<file path="src/rtl/alu_pkg.sv">
// Shared op-code, FSM state and iterative-mode definitions for the sequential ALU.
package alu_pkg;

    localparam int OP_W = 4;

    typedef enum logic [OP_W-1:0] {
        OP_ADD   = 4'd0,
        OP_SUB   = 4'd1,
        OP_NOT   = 4'd2,
        OP_SHL   = 4'd3,
        OP_SHR   = 4'd4,
        OP_AND   = 4'd5,
        OP_OR    = 4'd6,
        OP_GTU   = 4'd7,
        OP_MUL   = 4'd8,
        OP_DIVU  = 4'd9,
        OP_REMU  = 4'd10,
        OP_SRA   = 4'd11,
        OP_XOR   = 4'd12,
        OP_LTS   = 4'd13,
        OP_RSV14 = 4'd14,
        OP_RSV15 = 4'd15
    } op_e;

    typedef enum logic [1:0] {
        ST_IDLE = 2'd0,
        ST_BUSY = 2'd1,
        ST_DONE = 2'd2
    } state_e;

    typedef enum logic {
        MODE_MUL = 1'b0,
        MODE_DIV = 1'b1
    } iter_mode_e;

    // Ops that run through the bit-serial unit instead of completing in one cycle.
    function automatic logic is_iter_op(input logic [OP_W-1:0] op);
        return (op == OP_MUL) || (op == OP_DIVU) || (op == OP_REMU);
    endfunction

endpackage

</file>
<file path="src/rtl/alu_iter_unit.sv">
// Bit-serial multiply (shift-add) and restoring divide, one bit per cycle.
// hi/lo form a double-width working register: for MUL it is {partial, multiplier},
// for DIV it is {remainder, dividend/quotient}. Outputs show the value after the
// step taken in the current cycle, so the final result is usable while done=1.
module alu_iter_unit
    import alu_pkg::*;
#(
    parameter int WIDTH = 16
) (
    input  logic               clk,
    input  logic               rst_n,
    input  logic               start,
    input  iter_mode_e         mode,
    input  logic [WIDTH-1:0]   a,
    input  logic [WIDTH-1:0]   b,
    output logic               done,
    output logic [2*WIDTH-1:0] product,
    output logic [WIDTH-1:0]   quotient,
    output logic [WIDTH-1:0]   remainder
);

    localparam int CNT_W = $clog2(WIDTH + 1);

    logic [WIDTH-1:0] hi_q;
    logic [WIDTH-1:0] lo_q;
    logic [WIDTH-1:0] opnd_q;
    iter_mode_e       mode_q;
    logic [CNT_W-1:0] cnt_q;

    logic [WIDTH:0]   mul_sum;
    logic [WIDTH:0]   rem_sh;
    logic [WIDTH+1:0] div_diff;
    logic [WIDTH-1:0] hi_n;
    logic [WIDTH-1:0] lo_n;

    // One step of shift-add multiply or restoring divide from the current registers.
    always_comb begin
        mul_sum  = {1'b0, hi_q} + (lo_q[0] ? {1'b0, opnd_q} : {(WIDTH+1){1'b0}});
        rem_sh   = {hi_q, lo_q[WIDTH-1]};
        div_diff = {1'b0, rem_sh} - {2'b00, opnd_q};
        hi_n     = hi_q;
        lo_n     = lo_q;
        if (mode_q == MODE_MUL) begin
            hi_n = mul_sum[WIDTH:1];
            lo_n = {mul_sum[0], lo_q[WIDTH-1:1]};
        end else if (!div_diff[WIDTH+1]) begin
            hi_n = div_diff[WIDTH-1:0];
            lo_n = {lo_q[WIDTH-2:0], 1'b1};
        end else begin
            hi_n = rem_sh[WIDTH-1:0];
            lo_n = {lo_q[WIDTH-2:0], 1'b0};
        end
    end

    // Load operands on start, then advance one bit per cycle until the down-counter empties.
    always_ff @(posedge clk or negedge rst_n) begin
        if (!rst_n) begin
            hi_q   <= '0;
            lo_q   <= '0;
            opnd_q <= '0;
            mode_q <= MODE_MUL;
            cnt_q  <= '0;
        end else if (start) begin
            hi_q   <= '0;
            lo_q   <= a;
            opnd_q <= b;
            mode_q <= mode;
            cnt_q  <= CNT_W'(WIDTH);
        end else if (cnt_q != '0) begin
            hi_q   <= hi_n;
            lo_q   <= lo_n;
            cnt_q  <= cnt_q - 1'b1;
        end
    end

    // Terminal count: the step happening in this cycle is the last one.
    assign done      = (cnt_q == CNT_W'(1));
    assign product   = {hi_n, lo_n};
    assign quotient  = lo_n;
    assign remainder = hi_n;

endmodule

</file>
<file path="src/rtl/alu_seq.sv">
// Sequential ALU with valid/ready handshakes on both sides. Single-cycle ops are
// computed from the request fields at acceptance; MUL/DIVU/REMU use alu_iter_unit.
//
//   state   | meaning
//   --------+-----------------------------------------------------------
//   IDLE    | ready for a request (in_ready=1)
//   BUSY    | bit-serial MUL/DIVU/REMU running, WIDTH cycles
//   DONE    | result and flags presented (out_valid=1) until out_ready
module alu_seq
    import alu_pkg::*;
#(
    parameter int WIDTH = 16
) (
    input  logic             clk,
    input  logic             rst_n,
    input  logic             in_valid,
    output logic             in_ready,
    input  logic [3:0]       op,
    input  logic [WIDTH-1:0] a,
    input  logic [WIDTH-1:0] b,
    output logic             out_valid,
    input  logic             out_ready,
    output logic [WIDTH-1:0] result,
    output logic             zero,
    output logic             carry,
    output logic             negative,
    output logic             overflow,
    output logic             err
);

    localparam int               MSB     = WIDTH - 1;
    localparam logic [WIDTH-1:0] WIDTH_B = WIDTH'(WIDTH);

    state_e           state_q;
    op_e              op_q;
    logic             b_zero_q;
    logic [WIDTH-1:0] result_q;
    logic             zero_q;
    logic             carry_q;
    logic             negative_q;
    logic             overflow_q;
    logic             err_q;
    logic             out_valid_q;

    logic             iter_start;
    iter_mode_e       iter_mode;
    logic             it_done;
    logic [2*WIDTH-1:0] it_product;
    logic [WIDTH-1:0] it_quotient;
    logic [WIDTH-1:0] it_remainder;

    logic [WIDTH:0]   add_sum;
    logic [WIDTH-1:0] sub_diff;
    logic             shift_big;
    logic [WIDTH-1:0] sc_res;
    logic             sc_c;
    logic             sc_v;
    logic             sc_err;

    logic [WIDTH-1:0] it_res;
    logic             it_v;
    logic             it_err;

    assign in_ready   = (state_q == ST_IDLE);
    assign iter_start = in_ready && in_valid && is_iter_op(op);
    assign iter_mode  = (op == OP_MUL) ? MODE_MUL : MODE_DIV;

    alu_iter_unit #(
        .WIDTH(WIDTH)
    ) u_iter (
        .clk       (clk),
        .rst_n     (rst_n),
        .start     (iter_start),
        .mode      (iter_mode),
        .a         (a),
        .b         (b),
        .done      (it_done),
        .product   (it_product),
        .quotient  (it_quotient),
        .remainder (it_remainder)
    );

    // Single-cycle result, carry/borrow and overflow straight from the request fields.
    always_comb begin
        add_sum   = {1'b0, a} + {1'b0, b};
        sub_diff  = a - b;
        shift_big = (b >= WIDTH_B);
        sc_res    = '0;
        sc_c      = 1'b0;
        sc_v      = 1'b0;
        sc_err    = 1'b0;
        case (op)
            OP_ADD: begin
                sc_res = add_sum[WIDTH-1:0];
                sc_c   = add_sum[WIDTH];
                sc_v   = (a[MSB] == b[MSB]) && (add_sum[MSB] != a[MSB]);
            end
            OP_SUB: begin
                sc_res = sub_diff;
                sc_c   = (a < b);
                sc_v   = (a[MSB] != b[MSB]) && (sub_diff[MSB] != a[MSB]);
            end
            OP_NOT: sc_res = ~a;
            OP_SHL: sc_res = shift_big ? '0 : (a << b);
            OP_SHR: sc_res = shift_big ? '0 : (a >> b);
            OP_SRA: sc_res = shift_big ? {WIDTH{a[MSB]}} : WIDTH'($signed(a) >>> b);
            OP_AND: sc_res = a & b;
            OP_OR:  sc_res = a | b;
            OP_XOR: sc_res = a ^ b;
            OP_GTU: sc_res = {{(WIDTH-1){1'b0}}, (a > b)};
            OP_LTS: sc_res = {{(WIDTH-1){1'b0}}, ($signed(a) < $signed(b))};
            OP_MUL, OP_DIVU, OP_REMU: sc_res = '0;
            default: begin
                sc_res = '0;
                sc_err = 1'b1;
            end
        endcase
    end

    // Iterative result selection; restoring division by zero naturally yields
    // all-ones quotient and remainder==a, so only err needs the zero-divisor flag.
    always_comb begin
        it_res = '0;
        it_v   = 1'b0;
        it_err = 1'b0;
        case (op_q)
            OP_MUL: begin
                it_res = it_product[WIDTH-1:0];
                it_v   = |it_product[2*WIDTH-1:WIDTH];
            end
            OP_DIVU: begin
                it_res = it_quotient;
                it_err = b_zero_q;
            end
            OP_REMU: begin
                it_res = it_remainder;
                it_err = b_zero_q;
            end
            default: it_res = '0;
        endcase
    end

    // Handshake FSM with registered result, flags and out_valid.
    always_ff @(posedge clk or negedge rst_n) begin
        if (!rst_n) begin
            state_q     <= ST_IDLE;
            op_q        <= OP_ADD;
            b_zero_q    <= 1'b0;
            result_q    <= '0;
            zero_q      <= 1'b0;
            carry_q     <= 1'b0;
            negative_q  <= 1'b0;
            overflow_q  <= 1'b0;
            err_q       <= 1'b0;
            out_valid_q <= 1'b0;
        end else begin
            case (state_q)
                ST_IDLE: begin
                    if (in_valid) begin
                        op_q     <= op_e'(op);
                        b_zero_q <= (b == '0);
                        if (is_iter_op(op)) begin
                            state_q <= ST_BUSY;
                        end else begin
                            state_q     <= ST_DONE;
                            out_valid_q <= 1'b1;
                            result_q    <= sc_res;
                            zero_q      <= (sc_res == '0);
                            carry_q     <= sc_c;
                            negative_q  <= sc_res[MSB];
                            overflow_q  <= sc_v;
                            err_q       <= sc_err;
                        end
                    end
                end
                ST_BUSY: begin
                    if (it_done) begin
                        state_q     <= ST_DONE;
                        out_valid_q <= 1'b1;
                        result_q    <= it_res;
                        zero_q      <= (it_res == '0);
                        carry_q     <= 1'b0;
                        negative_q  <= it_res[MSB];
                        overflow_q  <= it_v;
                        err_q       <= it_err;
                    end
                end
                ST_DONE: begin
                    if (out_ready) begin
                        state_q     <= ST_IDLE;
                        out_valid_q <= 1'b0;
                    end
                end
                default: begin
                    state_q     <= ST_IDLE;
                    out_valid_q <= 1'b0;
                end
            endcase
        end
    end

    assign out_valid = out_valid_q;
    assign result    = result_q;
    assign zero      = zero_q;
    assign carry     = carry_q;
    assign negative  = negative_q;
    assign overflow  = overflow_q;
    assign err       = err_q;

endmodule
</file>
<file path="config.mk">
export PLATFORM = sky130hd
export DESIGN_NAME = alu_seq
export DESIGN_NICKNAME = d
export VERILOG_FILES = /design/src/rtl/alu_pkg.sv /design/src/rtl/alu_iter_unit.sv /design/src/rtl/alu_seq.sv
export SDC_FILE = /design/constraint.sdc
export NUM_CORES = 1
export LEC_CHECK = 0
export BUFFER_PORTS_ARGS = -buffer_cell sky130_fd_sc_hd__clkbuf_2
export CELL_PAD_IN_SITES_DETAIL_PLACEMENT = 1
export CELL_PAD_IN_SITES_GLOBAL_PLACEMENT = 1
export CORE_ASPECT_RATIO = 2
export CORE_UTILIZATION = 45
export CTS_BUF_LIST = sky130_fd_sc_hd__clkbuf_4
export CTS_CLUSTER_DIAMETER = 150
export DETAILED_ROUTE_END_ITERATION = 10
export PLACE_DENSITY_LB_ADDON = 0.1
export SLEW_MARGIN = 10
export SYNTH_ARGS = -nofsm -noshare
export SYNTH_HDL_FRONTEND = slang
export SYNTH_HIERARCHICAL = 1
export SYNTH_SLANG_ARGS = --single-unit
</file>
<file path="constraint.sdc">
create_clock -name clk -period 4.8 [get_ports clk]
set_input_delay 0.72 -clock clk [delete_from_list [all_inputs] [get_ports clk]]
set_output_delay 0.72 -clock clk [all_outputs]
set_load 0.005 [all_outputs]
</file>
* Word level (Yosys, flattened, before mapping)
Index checks and enable logic that the tools add are counted.
** Storage, ports and cells
- Register bits after elaboration :: 83
- Input port bits :: 40
- Output and inout port bits :: 23
- Logic and storage cells :: 136
** Cells by class
- $add $sub $neg :: 5
- $lt $le $gt $ge :: 4
- Eq/ne operators :: 27
- Shifts and indexed selects :: 3
- Mux-type cells :: 56
- Bitwise logic cells :: 4
- Reduce and logical (&&, ||, !) cells :: 22
** Operators with widths (number)
- 16-bit 2-to-1 mux :: 14
- 16-bit case mux with 11 select lines :: 1
- 16-bit case mux with 2 select lines :: 2
- 16-bit zero test :: 3
- 4-bit equality test, second input constant :: 9
- 16-bit < comparator :: 2
- 1-bit 2-to-1 mux :: 24
- 17-bit by 16-bit subtractor with 18-bit output :: 1
- 16-bit by 16-bit adder with 17-bit output :: 1
- 16-bit by 17-bit adder with 17-bit output :: 1
- 16-bit AND :: 1
- 4-bit by 3-bit equality test with 1-bit output, second input constant :: 4
- 16-bit by 5-bit >= comparator with 1-bit output, second input constant :: 1
- 16-bit > comparator :: 1
- 16-bit inverter :: 1
- 16-bit OR :: 1
- 16-bit OR reduction :: 1
- 16-bit by 16-bit left shift with 16-bit output :: 1
- 16-bit by 16-bit >> shifter with 16-bit output :: 1
- 16-bit by 16-bit >>> shifter with 16-bit output :: 1
- 16-bit subtractor :: 1
- 16-bit XOR :: 1
- 1-bit case mux with 2 select lines :: 7
- 14-bit OR reduction :: 1
- other kinds (23) :: 40

* Logic depth before layout (Yosys ltp)
Gate-level depths: netlist of the first run.
- Word-level depth :: 7
- Gate-level depth with buffers :: 17
- Mapped depth without buffers :: 16

* Hierarchy
Netlist of the first run, hierarchy kept.
** Modules (own cells, without submodules)
- alu_seq :: instances 1, cells an instance 909, area each 6652.6 um2, seq. area each 700.7 um2
- alu_iter_unit :: instances 1, cells an instance 571, area each 4783.3 um2, seq. area each 1351.3 um2

* Worst setup path after synthesis of the first run
Ideal clock, no wire load.
- Path kind :: input to register
- Start :: input port b[2]
- End :: register zero_q, in the netlist zero
- Setup time :: 0.101 ns
- Arrival time :: 4.208 ns
- Data required time :: 4.699 ns
- Path slack :: 0.491 ns
- Stages :: 16
- Path buffers :: 4
- Cells stage by stage :: clkbuf_1 > buf_2 > inv_1 > clkbuf_1 > ha_1 > clkbuf_1 > nor3_1 > a2111oi_0 > o211ai_1 > a21o_1 > a2111oi_2 > and4b_1 > nand4_1 > nor4_1 > nand4_1 > o311ai_2
** On the way
- Longest elaborated chain between the ends :: 7
- Elaborated cells between the ends (all ways) :: 19
- Classes of those cells :: 2 x add/sub; 3 x order compare; 3 x shift; 7 x mux; 3 x bitwise; 1 x reduce/logical
** RTL lines
- from (decl) :: line alu_seq.sv:20 : input logic [WIDTH-1:0] b,
- 16-bit by 5-bit >= comparator with 1-bit output (tied with other cells) :: line alu_seq.sv:87 : shift_big = (b >= WIDTH_B);
- 16-bit 2-to-1 mux (on tied branches) :: line alu_seq.sv:106, alu_seq.sv:104, alu_seq.sv:105
- 16-bit case mux with 11 select lines * :: line alu_seq.sv:92 : case (op)
- 16-bit zero test * :: line alu_seq.sv:168 : zero_q <= (sc_res == '0);
- 1-bit 2-to-1 mux * :: line alu_seq.sv:162 : if (is_iter_op(op)) begin
- 1-bit 2-to-1 mux * :: line alu_seq.sv:159 : if (in_valid) begin
- 1-bit case mux with 2 select lines * :: line alu_seq.sv:157 : case (state_q)
- to (signal assigned) :: line alu_seq.sv:168
- to (signal assigned) :: line alu_seq.sv:181 : zero_q <= (it_res == '0);
- to (decl) :: line alu_seq.sv:38 : logic zero_q;
Every way passes the cells marked *; elsewhere a longest branch is shown, timed or not. The select of a mux whose other input is x is not followed.
A chain may end at the register's enable or synchronous reset.

* Worst setup path in the final report of the first run
- Start :: register u_iter.hi_q[7]
- End :: register zero_q, in the netlist zero
** On the way
- Longest elaborated chain between the ends :: 7
- Elaborated cells between the ends (all ways) :: 10
- Classes of those cells :: 2 x add/sub; 7 x mux; 1 x reduce/logical
** RTL lines
- from (decl) :: line alu_iter_unit.sv:24 : logic [WIDTH-1:0] hi_q;
- from (signal assigned) :: line alu_iter_unit.sv:70 : hi_q <= hi_n;
- 17-bit by 16-bit subtractor with 18-bit output :: line alu_iter_unit.sv:40 : div_diff = {1'b0, rem_sh} - {2'b00, opnd_q};
- 16-bit 2-to-1 mux :: line alu_iter_unit.sv:46 : end else if (!div_diff[WIDTH+1]) begin
- 16-bit 2-to-1 mux * :: line alu_iter_unit.sv:43 : if (mode_q == MODE_MUL) begin
- named net it_product[31] :: line alu_seq.sv:48 : logic [2*WIDTH-1:0] it_product;
- 16-bit case mux with 2 select lines * :: line alu_seq.sv:126 : case (op_q)
- 16-bit zero test * :: line alu_seq.sv:181
- 1-bit 2-to-1 mux * :: line alu_seq.sv:177 : if (it_done) begin
- 1-bit case mux with 2 select lines * :: line alu_seq.sv:157
Mark *: on every way through the listed nets, which the timed path passes. The rest lies on a longest branch. The select of a mux whose other input is x is not followed.

==> summary.md, run 1 <==
| Metric | Value |
|---|---|
| Row count | 82 |
| Syn avg cell area | roughly 7.7 um^2 |
| Pwr per Cell Area | 589.2 nW/um^2 |
| Max Buffers Root-to-Sink | 2 |
| P&R area growth vs syn | 10.81% |
| Worst-skew pair later-pin latency | 0.50 ns |
| Worst R2R Setup Slack | approximately 0.18 ns |
| Die H | 227.4 um |
| Reg2Reg Depth | 13 |
| Ys Warns | 6 |
| Finished Cell Area | about 13,000 um^2 |
| Multi-input gate area | 8492 um^2 |
| Count of input and output buffers | 62 |
| Worst path cell trace | ha_1 -> buf_4 -> a21oi_1 -> nor3b_2 -> o31a_2 -> nor4_1 -> a211oi_1 -> nor2_1 -> a222oi_1 -> nand2_1 -> nor3_1 -> or4b_2 -> o311ai_2 |
| Final nets | roughly 1,700 |
| CP max FO | 13 |
| Via density | 6.959 |
| Placed cell areas | between 10,000 and 15,000 um^2 |
| WP data required | 5.21 ns |
| Gr usage total | between 40% and 50% |
| Post-route setup TNS | 0 ns |
| M2 GR Usage | between 80 and 90% |
| Crit share post-route | 96.19% |
| Initial Util | 45.68% |
| Async SR Flop Fraction | 100.0% |
| Leakage | between 5 and 6 nW |
| H-tree depth | 3 |
| # DRC | 0 |
| Dpl hpwl | 47,560 um |
| GRT busiest layer | met2 |
| Reg clk slew, reported paths | roughly 0.15 ns |
| Worst path arrival time | 5.03 ns |
| Synth Instances | about 1,500 |
| Top FF cell, synth | dfrtp_1 |
| Number of DRC markers in iteration 0 | 1,275 |
| Synthesized Nets | 1,607 |
| Commonest non-fill, non-tap cell in the layout | nand2_1 |
| Clock Root Buffer | clkbuf_4 |
| Layout cell share with drive strength beyond 1 | 19.32% |
| DRT Pass-1 Iters | 8 |
| Slew margin rel. | 32.29% |
| Routed WL | ~60,000 um |
| Initial antenna violation count | 1 |
| GPL Wtd Cong | 1.138 |
| Final setup fails | 0 |
| Reg2reg end | zero |
| Reg area | 2052 um^2 |
| Clock group share of total power | 5.9% |
| Sw power | 0.004110 W |
| Netlist Area Pre-Place | 11,440 um^2 |
| IO Count | 63 |
| Die Width | 114.7 um |
| Vias in the first global route | between 10,000 and 15,000 |
| Setup crit end kind | register |
| CTS tree | yes |
| Final Util | 50.62% |
| Switching Fraction | approximately 55% |
| Met3 usage | around an eighth |
| Total gr overflow | 0 |
| Core area | ~25,000 um^2 |
| # fillers | 3,225 |
| Combinational power share | 75.3% |
| Die Area | 26,090 um^2 |
| CP max stage cell | or4b_2 |
| P_int | 0.003356 W |
| Synth top area cells | dfrtp_1 18%, ha_1 9.1%, nand2_1 5.4%, o21ai_0 4.7%, mux2i_1 4.0% |
| Seq pwr share | 18.9% |
| Cell taking the most area after synthesis | dfrtp_1 |
| Type of the most critical hold path | in -> async |
| Global routing usage on met1 | 40.41% |
| Peak per-stage delay on the critical path | ~0.62 ns |
| Post-synthesis sequential area ratio | 17.94% |
| Post-synth EDFFs | 0 |
| Outcome | completed |
| Startpoint Class | register |
| Max Slew Vio Count | 0 |
| Flops & latches, synth | 82 |
| CTS Buf Count | 9 |
| Minimum clock period | 4.617 ns |
| Worst slew pin tran | 0.9900 ns |
| Yosys top cell area share | 17.94% |
| Vias | roughly 13,000 |
| Max frequency | 216.6 MHz |
| First-pass GRT wire length | 90,700 um |
| VDD IR-drop max | 0.2493 mV |
| Routed Antenna Nets | 0 |
| Worst Clk Skew | between 0.015 and 0.02 ns |
| Final hold vios | 0 |
| Clock sink total | just over 80 |
| Largest net degree at the start of global routing | 54 |
| WL/cell | 31.97 um |
| RR Startpoint | u_iter/hi_q[7] |
| Max cap viols | 0 |
| Worst Path Class, Setup | reg -> reg |
| Post-synth cell types | 92 |
| Most frequent cells in the layout | 165 x nand2_1, 122 x buf_4, 109 x nor2_1 |
| RSZ-0062 raised after global routing | false |
sequential cells by signal (all words and copies together) (netlist names):
signal	cells
u_iter/mode_q	1
result	16
u_iter/opnd_q	16
carry	1
err	1
zero	1
u_iter/cnt_q	5
u_iter/lo_q	16
out_valid	1
overflow	1
u_iter/hi_q	16
b_zero_q	1
state_q	2
op_q	4
Yosys cell counts (7+ instances only):
master	count
a221oi_1	11
nand3b_1	10
nand3_1	31
nand2b_1	14
o21ai_0	108
nand4_1	18
o31a_1	7
nor3_1	36
o21a_1	12
o31ai_1	17
or3_1	16
nand2_1	165
mux2i_1	46
o221ai_1	14
dfrtp_1	82
clkbuf_1	95
a31oi_1	24
a222oi_1	15
a211o_1	8
a211oi_1	24
buf_4	33
buf_2	11
mux2_2	37
xnor2_1	20
nor4_1	23
ha_1	83
o22ai_1	15
mux4_2	20
inv_1	71
a21o_1	21
nor2_1	110
and2_1	28
nor2b_1	14
a21oi_1	79
o211ai_1	10
worst max path at each step:
| stage | startpoint | end | slack [ns] | depth (start not counted) |
|---|---|---|---|---|
| finish | u_iter/hi_q[7] | zero | 0.18 | 13 |
| global route | u_iter/hi_q[3] | zero | 0.05 | 14 |
| CTS | u_iter/hi_q[7] | zero | 0.11 | 13 |
| detailed placement | u_iter/hi_q[7] | zero | 0.14 | 13 |
| global placement | u_iter/hi_q[7] | zero | 0.19 | 13 |
| floorplan | b[2] | zero | 0.49 | 16 |
kinds of logic (layout without fill, tap and decap cells):
logic type | count (synthesis) | after routing | share of synthesized area [%]
mux | 103 | 103 | 11.61
xor+xnor | 26 | 26 | 1.991
simple gates | 515 | 515 | 22.60
other cells | 0 | 1 | 0
buf+inv | 217 | 274 | 8.457
compound gates | 450 | 450 | 27.62
fa+ha+maj | 87 | 87 | 9.781
flops | 82 | 82 | 17.94
worst max-delay path: cells and delay by family (launching register included):
family	cells	cell delay, ns
compound gates	5	1.93
buf+inv	1	0.17
fa+ha+maj	1	0.34
simple gates	6	1.65
flops	1	0.44
layer usage:
layer  up-vias  wire length, um
li1       5623                -
met1      6330            17740
met2       635            30230
met3       454             3333
met4         0             8596
met5         -                0
stage by stage:
stage	instances	total power, W	setup WS, ns	hold WS, ns
final	1874	0.007466	0.1827	0.1574
after floorplan	1480	0.005416	0.4910	0.4244
after detailed placement	1856	0.006808	0.1419	0.4780
after CTS	1871	0.007265	0.1055	0.1449
after global placement	1856	0.006696	0.1859	0.4612
after global routing	1874	0.007962	0.05211	0.1644
area by class of cell:
| cell class | instances | area share [%] |
|---|---|---|
| Antenna cell | 1 | 0.01975 |
| Inverter | 71 | 2.103 |
| Clock buffer | 9 | 0.5332 |
| Tap cell | 336 | 3.318 |
| Clock inverter | 6 | 0.5134 |
| Timing Repair Buffer | 188 | 10.31 |
| Sequential cell | 82 | 16.19 |
| Multi-Input combinational cell | 1181 | 67.01 |
what timing repair did:
action / 4_1_cts / 5_1_grt
endpoints found under the setup margin: 0 / 1
hold buffers: 0 / 0
setup buffers: 0 / 1
gates resized for setup: 0 / 1
power groups by stage:
stage          Clock, W  Combinational (W)  Sequential [W]
2_1_floorplan         0            0.00416         0.00125
3_3_place_gp          0            0.00531         0.00139
3_5_place_dp          0            0.00540         0.00141
4_1_cts        0.000444            0.00543         0.00139
5_1_grt        0.000468            0.00606         0.00144
6_report       0.000437            0.00562         0.00141
Note: power is estimated with default switching activity, not from simulation.
==> inputs of run 2 (changes only) <==
Settings changed: REMOVE_ABC_BUFFERS set to 1.
==> run 2 against run 1 <==
Against the previous run:
- die area stayed put
- sequential share of layout area hardly changed
- core utilization is 0.055 points lower
- global-route usage is 0.89 points lower
- combinational power is 2% higher
- fmax is 0.84% lower
- routed wire length is 2.9% lower
- final cell count is 0.21% higher
- worst hold slack better by 0.088 ns
- highest routed layer unchanged
- count of clock-buffer cells in the layout stayed put
==> summary.md, run 2 (synthesized netlist as in run 1, its figures left out) <==
| Metric | Value |
|---|---|
| Worst Path Class, Setup | in -> reg |
| H-tree depth | 3 (unchanged) |
| Clock Root Buffer | clkbuf_4 |
| Outcome | completed |
| Die H | 227.4 um (unchanged) |
| Sw power | 0.004132 W (+0.53%) |
| VDD IR-drop max | 0.2278 mV (-8.6%) |
| Worst Clk Skew | 0.02515 ns (+0.008915 ns) |
| Worst R2R Setup Slack | 0.16 ns (-0.02 ns) |
| Final hold vios | 0 (unchanged) |
| WHS | 0.2455 ns (+0.08811 ns) |
| Layout cell share with drive strength beyond 1 | 19.44% (+0.12 points) |
| # DRC | 0 (unchanged) |
| Most frequent cells in the layout | 165 x nand2_1, 123 x buf_4, 109 x nor2_1 |
| Clock sink total | 82 (unchanged) |
| RR Startpoint | u_iter/lo_q[15] |
| Max cap viols | 0 (unchanged) |
| Finished Cell Area | 12,660 um^2 (-0.11%) |
| Number of DRC markers in iteration 0 | 986 (-23%) |
| CP max FO | 14 (+1) |
| Vias | 12,966 (-0.58%) |
| Die Area | 26,090 um^2 (unchanged) |
| Slew margin rel. | 20.75% (-12 points) |
| Max frequency | 214.7 MHz (-0.84%) |
| Final nets | 1,660 (unchanged) |
| Initial Util | 45.68% (unchanged) |
| Fin worst setup slack | 0.1434 ns (-0.03930 ns) |
| GPL Wtd Cong | 1.072 (-5.8%) |
| Pwr per Cell Area | 598.8 nW/um^2 (+1.6%) |
| Reg clk slew, reported paths | 0.17 ns (+0.02 ns) |
| Crit share post-route | 97.01% (+0.82 points) |
| Startpoint Class | primary input |
| P&R area growth vs syn | 10.69% |
| Post-route setup TNS | 0 ns (unchanged) |
| Placed cell areas | 12,460 um^2 (-0.48%) |
| Count of input and output buffers | 62 (unchanged) |
| Worst slack, placed | 0.09882 ns (-0.04311 ns) |
| Total gr overflow | 0 (unchanged) |
| Minimum clock period | 4.657 ns (+0.03930 ns) |
| CTS Buf Count | 9 (unchanged) |
| WP data required | 5.21 ns (about the same) |
| Finished Layout Cells | 1,878 (+0.21%) |
| Gr usage total | 46.67% (-0.89 points) |
| Worst Setup SP | a[9] |
| Largest net degree at the start of global routing | 55 (+1.9%) |
| Routed WL | 58,190 um (-2.9%) |
| Switching Fraction | 54.51% (-0.54 points) |
| Post-CTS Hold Buffers | 0 (unchanged) |
| Cells after DPL | 1,854 (-0.11%) |
| Max Slew Vio Count | 0 (unchanged) |
| RSZ-0062 raised after global routing | false |
| P_int | 0.003449 W (+2.8%) |
| Worst slew pin tran | 1.180 ns (+0.1896 ns) |
| CTS tree | yes |
| Type of the most critical hold path | in -> async |
| Max Buffers Root-to-Sink | 2 (unchanged) |
| DRT Pass-1 Iters | 7 (-1) |
| IO Count | 63 (unchanged) |
| Die Width | 114.7 um (unchanged) |
| Combinational power share | 75.6% (+0.3 points) |
| Initial antenna violation count | 4 (+3) |
| Vias in the first global route | 14,161 (+1.6%) |
| Dpl hpwl | 47,030 um (-1.1%) |
| Core area | 25,030 um^2 (unchanged) |
| Clock group share of total power | 6.2% (+0.3 points) |
| Final setup fails | 0 (unchanged) |
| Routed Antenna Nets | 0 (unchanged) |
| Seq pwr share | 18.2% (-0.7 points) |
| Setup crit end kind | register |
| WL/cell | 30.99 um (-3.1%) |
| Commonest non-fill, non-tap cell in the layout | nand2_1 |
| Worst-skew pair later-pin latency | 0.52 ns (+0.02 ns) |
| Leakage | 5.460 nW (-0.30%) |
| Via density | 6.904 (-0.79%) |
| First-pass GRT wire length | 87,890 um (-3.1%) |
| Worst path arrival time | 5.07 ns (+0.04 ns) |
| Row count | 82 (unchanged) |
-- run 2: cell count changes in the layout (fill, tap and decap cells not counted), sizes merged --
cell	before	now
clkinvlp	0	1
diode	1	4
clkbuf	71	70
inv	73	76
clkinv	3	0
buf	126	127
-- run 2: area by class of cell --
cell class / count / area [um^2]
antenna: 4 / 10.01
timing repair buffer: 188 / 1285
sequential: 82 / 2052
clock buffer: 9 / 67.56
clock inverter: 7 / 81.33
multi-input combinational: 1181 / 8476
tap: 336 / 420.4
fill: 3194 / 12380
inverter: 71 / 266.5
-- run 2: path summary, 6_finish.rpt --
path                                      to  cells past startpoint
max reg2reg                             zero                     15
min in group clk                  state_q[1]                      4
max                                     zero                     13
min reg2reg                         b_zero_q                      2
min                        u_iter/opnd_q[11]                      1
max in group asynchronous     u_iter/hi_q[4]                      2
-- run 2: layer usage --
| metal | wire (um) | vias up | GRT usage [%] |
|---|---|---|---|
| met4 | 8413 | 0 | 55.72 |
| met1 | 17460 | 6358 | 38.25 |
| li1 | - | 5622 | - |
| met5 | 0 | - | 0.5882 |
| met3 | 2632 | 393 | 11.58 |
| met2 | 29680 | 593 | 82.74 |
-- run 2: power by group through the flow --
| stage | logic, W | clock network [W] | registers, W |
|---|---|---|---|
| after global placement | 0.00535 | 0 | 0.00137 |
| after global routing | 0.00616 | 0.000500 | 0.00141 |
| after detailed placement | 0.00551 | 0 | 0.00138 |
| after floorplan | 0.00355 | 0 | 0.00130 |
| final | 0.00573 | 0.000469 | 0.00138 |
| after CTS | 0.00554 | 0.000479 | 0.00136 |
-- run 2: what timing repair did --
action | CTS | global route
buffers inserted | 0 | 3
gates resized for setup | 0 | 5
endpoints found under the setup margin | 0 | 1
-- run 2: worst max-delay path, stage by stage --
cell and delay, ns:
clkbuf_2 0.34, inv_1 0.09, ha_1 0.48, nor4_1 0.59
o21ai_0 0.39, nand3_1 0.21, o21ai_0 0.13, and4_1 0.22
nor4_1 0.43, nand4_1 0.19, nor4_1 0.80, nand4_1 0.20
o311ai_2 0.27
-- run 2: stage by stage --
stage          total power [W]  utilization (%)
6_report              0.007580            50.56
4_1_cts               0.007386            50.35
5_1_grt               0.008069            50.56
3_3_place_gp          0.006719            49.76
3_5_place_dp          0.006896            49.76
2_1_floorplan         0.004851                -
